File: config.mk
export PLATFORM = sky130hd
export DESIGN_NAME = if_id_stage
export DESIGN_NICKNAME = d
export VERILOG_FILES = /design/src/rtl/if_id_stage_pkg.sv /design/src/rtl/if_id_reg.sv /design/src/rtl/if_id_stage.sv
export SDC_FILE = /design/constraint.sdc
export NUM_CORES = 1
export LEC_CHECK = 0
export BUFFER_PORTS_ARGS = -buffer_cell sky130_fd_sc_hd__buf_2
export CAP_MARGIN = 10
export CORE_ASPECT_RATIO = 0.5
export CORE_UTILIZATION = 25
export CTS_BUF_LIST = sky130_fd_sc_hd__clkbuf_8
export CTS_CLUSTER_SIZE = 25
export DETAILED_ROUTE_END_ITERATION = 10
export SYNTH_ARGS = -nofsm -noshare
export SYNTH_HDL_FRONTEND = slang
export SYNTH_HIERARCHICAL = 1
export SYNTH_SLANG_ARGS = --single-unit
File: constraint.sdc
create_clock -name clk -period 3.43 [get_ports clk]
set_input_delay 1.029 -clock clk [delete_from_list [all_inputs] [get_ports clk]]
set_output_delay 1.029 -clock clk [all_outputs]
set_load 0.05 [all_outputs]
File: src/rtl/if_id_stage_pkg.sv
`default_nettype none
// ============================================================================
// Module      : if_id_stage_pkg
// Description : Shared widths, reset/bubble values and opcodes for IF/ID.
// Revision    : 1.0  initial release
// ============================================================================
package if_id_stage_pkg;

    localparam int WORD_W = 32;

    typedef logic [WORD_W-1:0] word_t;
    typedef logic [5:0]        opcode_t;

    localparam word_t   c_nop_instr = 32'h0000_0000;
    localparam word_t   c_reset_pc  = 32'h0000_0000;

    localparam opcode_t c_op_j   = 6'h02;
    localparam opcode_t c_op_beq = 6'h04;
    localparam opcode_t c_op_bne = 6'h05;

endpackage
`default_nettype wire

File: src/rtl/if_id_reg.sv
`default_nettype none
// ============================================================================
// Module      : if_id_reg
// Description : IF/ID pipeline register with hold, flush-to-bubble and valid.
// Revision    : 1.0  initial release
// ============================================================================
module if_id_reg
    import if_id_stage_pkg::*;
#(
    parameter word_t NOP_INSTR = c_nop_instr
) (
    input  logic  clk,
    input  logic  rst,
    input  logic  i_hold,
    input  logic  i_flush,
    input  word_t i_instr,
    input  word_t i_pcPlus4,
    output word_t o_instr,
    output word_t o_pcPlus4,
    output logic  o_valid
);

    word_t r_instr;
    word_t r_pcPlus4;
    logic  r_valid;

    // Hold wins over flush so a stalled redirect is not lost.
    always_ff @(posedge clk or posedge rst) begin
        if (rst) begin
            r_instr   <= NOP_INSTR;
            r_pcPlus4 <= '0;
            r_valid   <= 1'b0;
        end else if (!i_hold) begin
            if (i_flush) begin
                r_instr   <= NOP_INSTR;
                r_pcPlus4 <= '0;
                r_valid   <= 1'b0;
            end else begin
                r_instr   <= i_instr;
                r_pcPlus4 <= i_pcPlus4;
                r_valid   <= 1'b1;
            end
        end
    end

    assign o_instr   = r_instr;
    assign o_pcPlus4 = r_pcPlus4;
    assign o_valid   = r_valid;

endmodule
`default_nettype wire

File: src/rtl/if_id_stage.sv
`default_nettype none
// ============================================================================
// Module      : if_id_stage
// Description : PC register, next-PC selection and IF/ID register instance.
// Revision    : 1.0  initial release
// ============================================================================
module if_id_stage
    import if_id_stage_pkg::*;
#(
    parameter word_t RESET_PC  = c_reset_pc,
    parameter word_t NOP_INSTR = c_nop_instr
) (
    input  logic              clk,
    input  logic              reset,
    input  logic              stall,
    input  logic              if_equal,
    input  logic              id_beq,
    input  logic              id_bne,
    input  logic              id_jump,
    input  logic [WORD_W-1:0] id_imm,
    input  logic [WORD_W-1:0] if_instr,
    output logic [WORD_W-1:0] pc_out,
    output logic [WORD_W-1:0] id_instr,
    output logic [WORD_W-1:0] id_pc_plus4,
    output logic              id_valid,
    output logic              redirect
);

    word_t r_pc;
    word_t w_pcNext;
    word_t w_pcPlus4;
    word_t w_branchTarget;
    word_t w_jumpTarget;
    logic  w_taken;
    logic  w_jumpTaken;
    logic  w_redirect;

    assign w_pcPlus4      = r_pc + 32'd4;
    assign w_branchTarget = id_pc_plus4 + (id_imm << 2);
    assign w_jumpTarget   = {id_pc_plus4[31:28], id_instr[25:0], 2'b00};

    // Control bits from a bubble are meaningless, so gate them with valid.
    assign w_taken     = id_valid & ((id_beq & if_equal) | (id_bne & ~if_equal));
    assign w_jumpTaken = id_valid & id_jump;
    assign w_redirect  = ~stall & (w_taken | w_jumpTaken);

    always_comb begin
        w_pcNext = w_pcPlus4;
        if (stall) begin
            w_pcNext = r_pc;
        end else if (w_jumpTaken) begin
            w_pcNext = w_jumpTarget;
        end else if (w_taken) begin
            w_pcNext = w_branchTarget;
        end
    end

    always_ff @(posedge clk or posedge reset) begin
        if (reset) begin
            r_pc <= RESET_PC;
        end else begin
            r_pc <= w_pcNext;
        end
    end

    if_id_reg #(
        .NOP_INSTR (NOP_INSTR)
    ) u_ifIdReg (
        .clk       (clk),
        .rst       (reset),
        .i_hold    (stall),
        .i_flush   (w_redirect),
        .i_instr   (if_instr),
        .i_pcPlus4 (w_pcPlus4),
        .o_instr   (id_instr),
        .o_pcPlus4 (id_pc_plus4),
        .o_valid   (id_valid)
    );

    assign pc_out   = r_pc;
    assign redirect = w_redirect;

endmodule
`default_nettype wire

==> results.yml <==
clock_network:
  cts_inserted_buffers: 9
  clock_sinks: 97
  cts_tree: "yes"
  cts-root-buf: "clkbuf_8"
  clkTransAtPathRegs_ns: 0.10
  clockBufferDepth: 2
  cts-htree-levels: 3
  worstSkewPairLatency_ns: 0.39
min_path:
  whs_path_depth: 2
  hold_start: "u_ifIdReg/o_instr[30]"
  min_to: "u_ifIdReg/o_instr[30]"
  hp-class: "flip-flop to flip-flop"
status:
  run_status: "finished clean"
floorplan:
  core_area_sq_mm: 0.0232
  ios: 169
  die_area_sq_mm: 0.0246
  die_h_um: 111
  initial_utilization_pct: 25.9
  die_width_um: 221
  rows: 39
timing:
  setup-violations-final: 0
  tightest_slew_ns: 0.676
  skew_ns: 0.0161
  max_slew_margin_pct: 54.8
  fin_setup_tns_ns: 0
  fmax_mhz: 296
  drv_slew: 0
  period_needed_ns: 3.38
  hold_viol_final: 0
  fin_crit_sh_pct: 98.6
global_route:
  use_met1_pct: 22.5
  gr-usage-met3_pct: 2.61
  grt_pass1_wl_um: 31600
  track_usage_pct: 16.4
  met2_usage_pct: 27.3
  grt_pass1_vias: 5487
  gr-total-overflow: 0
  antenna_found_initial: 0
  grt_start_max_net_pins: 128
  grt-busiest-layer: "met2"
worst_setup_path:
  ff2ff_path_depth: 11
  end_kind: "flip-flop"
  critPathArrivalTime_ns: 3.62
  ff2ff_setup_slack_ns: 0.40
  rr_startpoint: "u_ifIdReg/o_pcPlus4[2]"
  cp.required_ns: 3.67
  cp_max_fo: 3
  critPathKind: "input pin to flip-flop"
  cp-start-kind: "input pin"
  timing.rr.end: "pc_out[30]"
routing:
  drtAntennaViolNets: 0
  drt-pass1-iter-count: 6
  wl_per_cell_um: 18.2
  wl_um: 20300
  drcViolationCount: 0
  vias_per_cell: 5.08
  dr.first_iter.drc_count: 481
  vias: 5644
yosys:
  synth_flop_cell: "dfrtp_1"
  syn_inst: 605
  synth_nets: 707
  ys_seq_elements: 97
  yosys_warnings: 6
  yosys.area.top_type: "dfrtp_1"
  yosysSeqAreaShare_pct: 40.5
  synth_cell_types: 68
  synth_area_sq_mm: 0.00599
  synth-edff-count: 0
  yosysTopAreaCellShare_pct: 40.5
  async_flop_share_pct: 100
  postSynthAreaPerCell_sq_um: 9.91
  synthTopCellsByArea: "dfrtp_1 (41%), a22o_1 (9.5%), ha_1 (6.3%)"
pwr:
  vdd_drop_max_mv: 0.235
  power_frac_comb_pct: 53.7
  seqPwrFrac_pct: 31.5
  p_leak_nw: 3.68
  power.density_mw_per_mm2: 707
  switching_share_pct: 49.3
  clockPowerShare_pct: 14.8
  power.internal_mw: 2.75
  power.switching_mw: 2.67
placed_design:
  dp_hpwl_um: 14900
  io_buffer_count: 166
  gp_congestion: 0.915
  dp.cells: 1094
cells_and_area:
  layout-drive-gt1-share_pct: 32.5
  fin_cells: 1111
  final_common_cell: "buf_2"
  area_growth_pct: 27.9
  diodes: 0
  layout.nets: 901
  seq_area_sq_mm: 0.00243
  fillCellCount: 2378
  multi_input_area_sq_mm: 0.00332
  mostFrequentLayoutCells: "buf_2 (165), dfrtp_1 (97), a22o_1 (65)"
job:
  maxCapViolCount: 0
-- registers in the layout, indices dropped and copies added (netlist names) --
name and cells:
pc_out 32, u_ifIdReg/o_valid 1, u_ifIdReg/o_instr 32, u_ifIdReg/o_pcPlus4 32
-- power groups by stage --
stage | sequential (mW) | clock (mW) | combinational, mW
floorplan | 2.48 | 0 | 1.22
global placement | 1.72 | 0 | 2.83
detailed placement | 1.72 | 0 | 2.86
CTS | 1.70 | 0.828 | 2.88
global route | 1.75 | 0.878 | 3.10
finish | 1.71 | 0.805 | 2.91
-- worst max path at each step --
stage,from,to,slack [ns],cells after the start
final,id_imm[0],pc_out[30],0.05,12
after global routing,id_imm[0],pc_out[30],-0.007,12
after CTS,id_imm[0],pc_out[30],0.01,12
after detailed placement,id_imm[0],pc_out[30],-0.56,12
after global placement,id_imm[0],pc_out[30],-0.50,12
after floorplan,id_imm[0],pc_out[30],0.06,11
-- layout make-up --
type,count,area share (%)
clock buffer,9,1.62
clock inverter,7,1.03
inverter,15,0.734
multi-input combinational,456,43.3
sequential,97,31.7
tap,307,5.01
timing repair buffer,220,16.6
-- routing by layer --
metal	routed length, um	vias to the layer above
li1	-	2679
met1	9530	2800
met5	0	-
met2	9660	150
met4	224	0
met3	828	15
-- cells in the mapped netlist, drive strengths merged (4+ instances only) --
cell and count:
o21ai 27, nand3 18, a21oi 38, a211oi 7, a22o 65, and4 4
a31oi 5, nor3 8, mux2 7, xor2 17, a22oi 4, o31ai 9
a222oi 4, nand4 13, a21o 11, clkbuf 19, and3 8, nand2 48
nor2 28, or2 4, mux2i 6, o22ai 11, ha 30, dfrtp 97
o211ai 4, inv 15, buf 18, o21a 6, xnor2 33
-- per-stage QoR --
| stage | utilization [%] | hold WS, ns | setup WS, ns | area, sq um | power (mW) |
|---|---|---|---|---|---|
| final | 33.1 | 0.513 | 0.0496 | 7670 | 5.42 |
| after global routing | 33.1 | 0.537 | -0.00709 | 7670 | 5.72 |
| after CTS | 33.0 | 0.504 | 0.0135 | 7640 | 5.41 |
| after detailed placement | 32.1 | 0.480 | -0.559 | 7430 | 4.58 |
| after global placement | 32.1 | 0.467 | -0.503 | 7430 | 4.55 |
| after floorplan | - | 0.489 | 0.0578 | 5990 | 3.70 |
-- logic make-up (layout without fill, tap and decap cells) --
| family | Yosys count | count (layout) | share of synthesized area, % |
|---|---|---|---|
| AOI/OAI and AO/OA | 215 | 215 | 26.5 |
| and+or+nand+nor | 147 | 147 | 12.2 |
| DFF | 97 | 97 | 40.5 |
| buffers and inverters | 52 | 251 | 4.55 |
| xor gates and xnor gates | 50 | 50 | 7.31 |
| adders and majority gates | 31 | 31 | 6.60 |
| muxes | 13 | 13 | 2.32 |
-- what timing repair did --
| item | 4_1_cts | 5_1_grt |
|---|---|---|
| pin swaps | 1 | 4 |
| endpoints found under the setup margin | 1 | 2 |
| hold endpoints to repair | 0 | 0 |
| buffers inserted | 0 | 1 |
| gates resized for setup | 2 | 3 |
| hold buffers | 0 | 0 |
-- worst max-delay path: stages --
cell,delay [ns]
buf_2,0.10
ha_1,0.22
fa_2,0.38
a211oi_4,0.25
o211ai_1,0.25
nand3b_1,0.18
and3_4,0.20
o32ai_1,0.15
o21a_1,0.23
a221oi_2,0.30
xor2_1,0.22
o311ai_2,0.10
(Power assumes the default switching activity.)
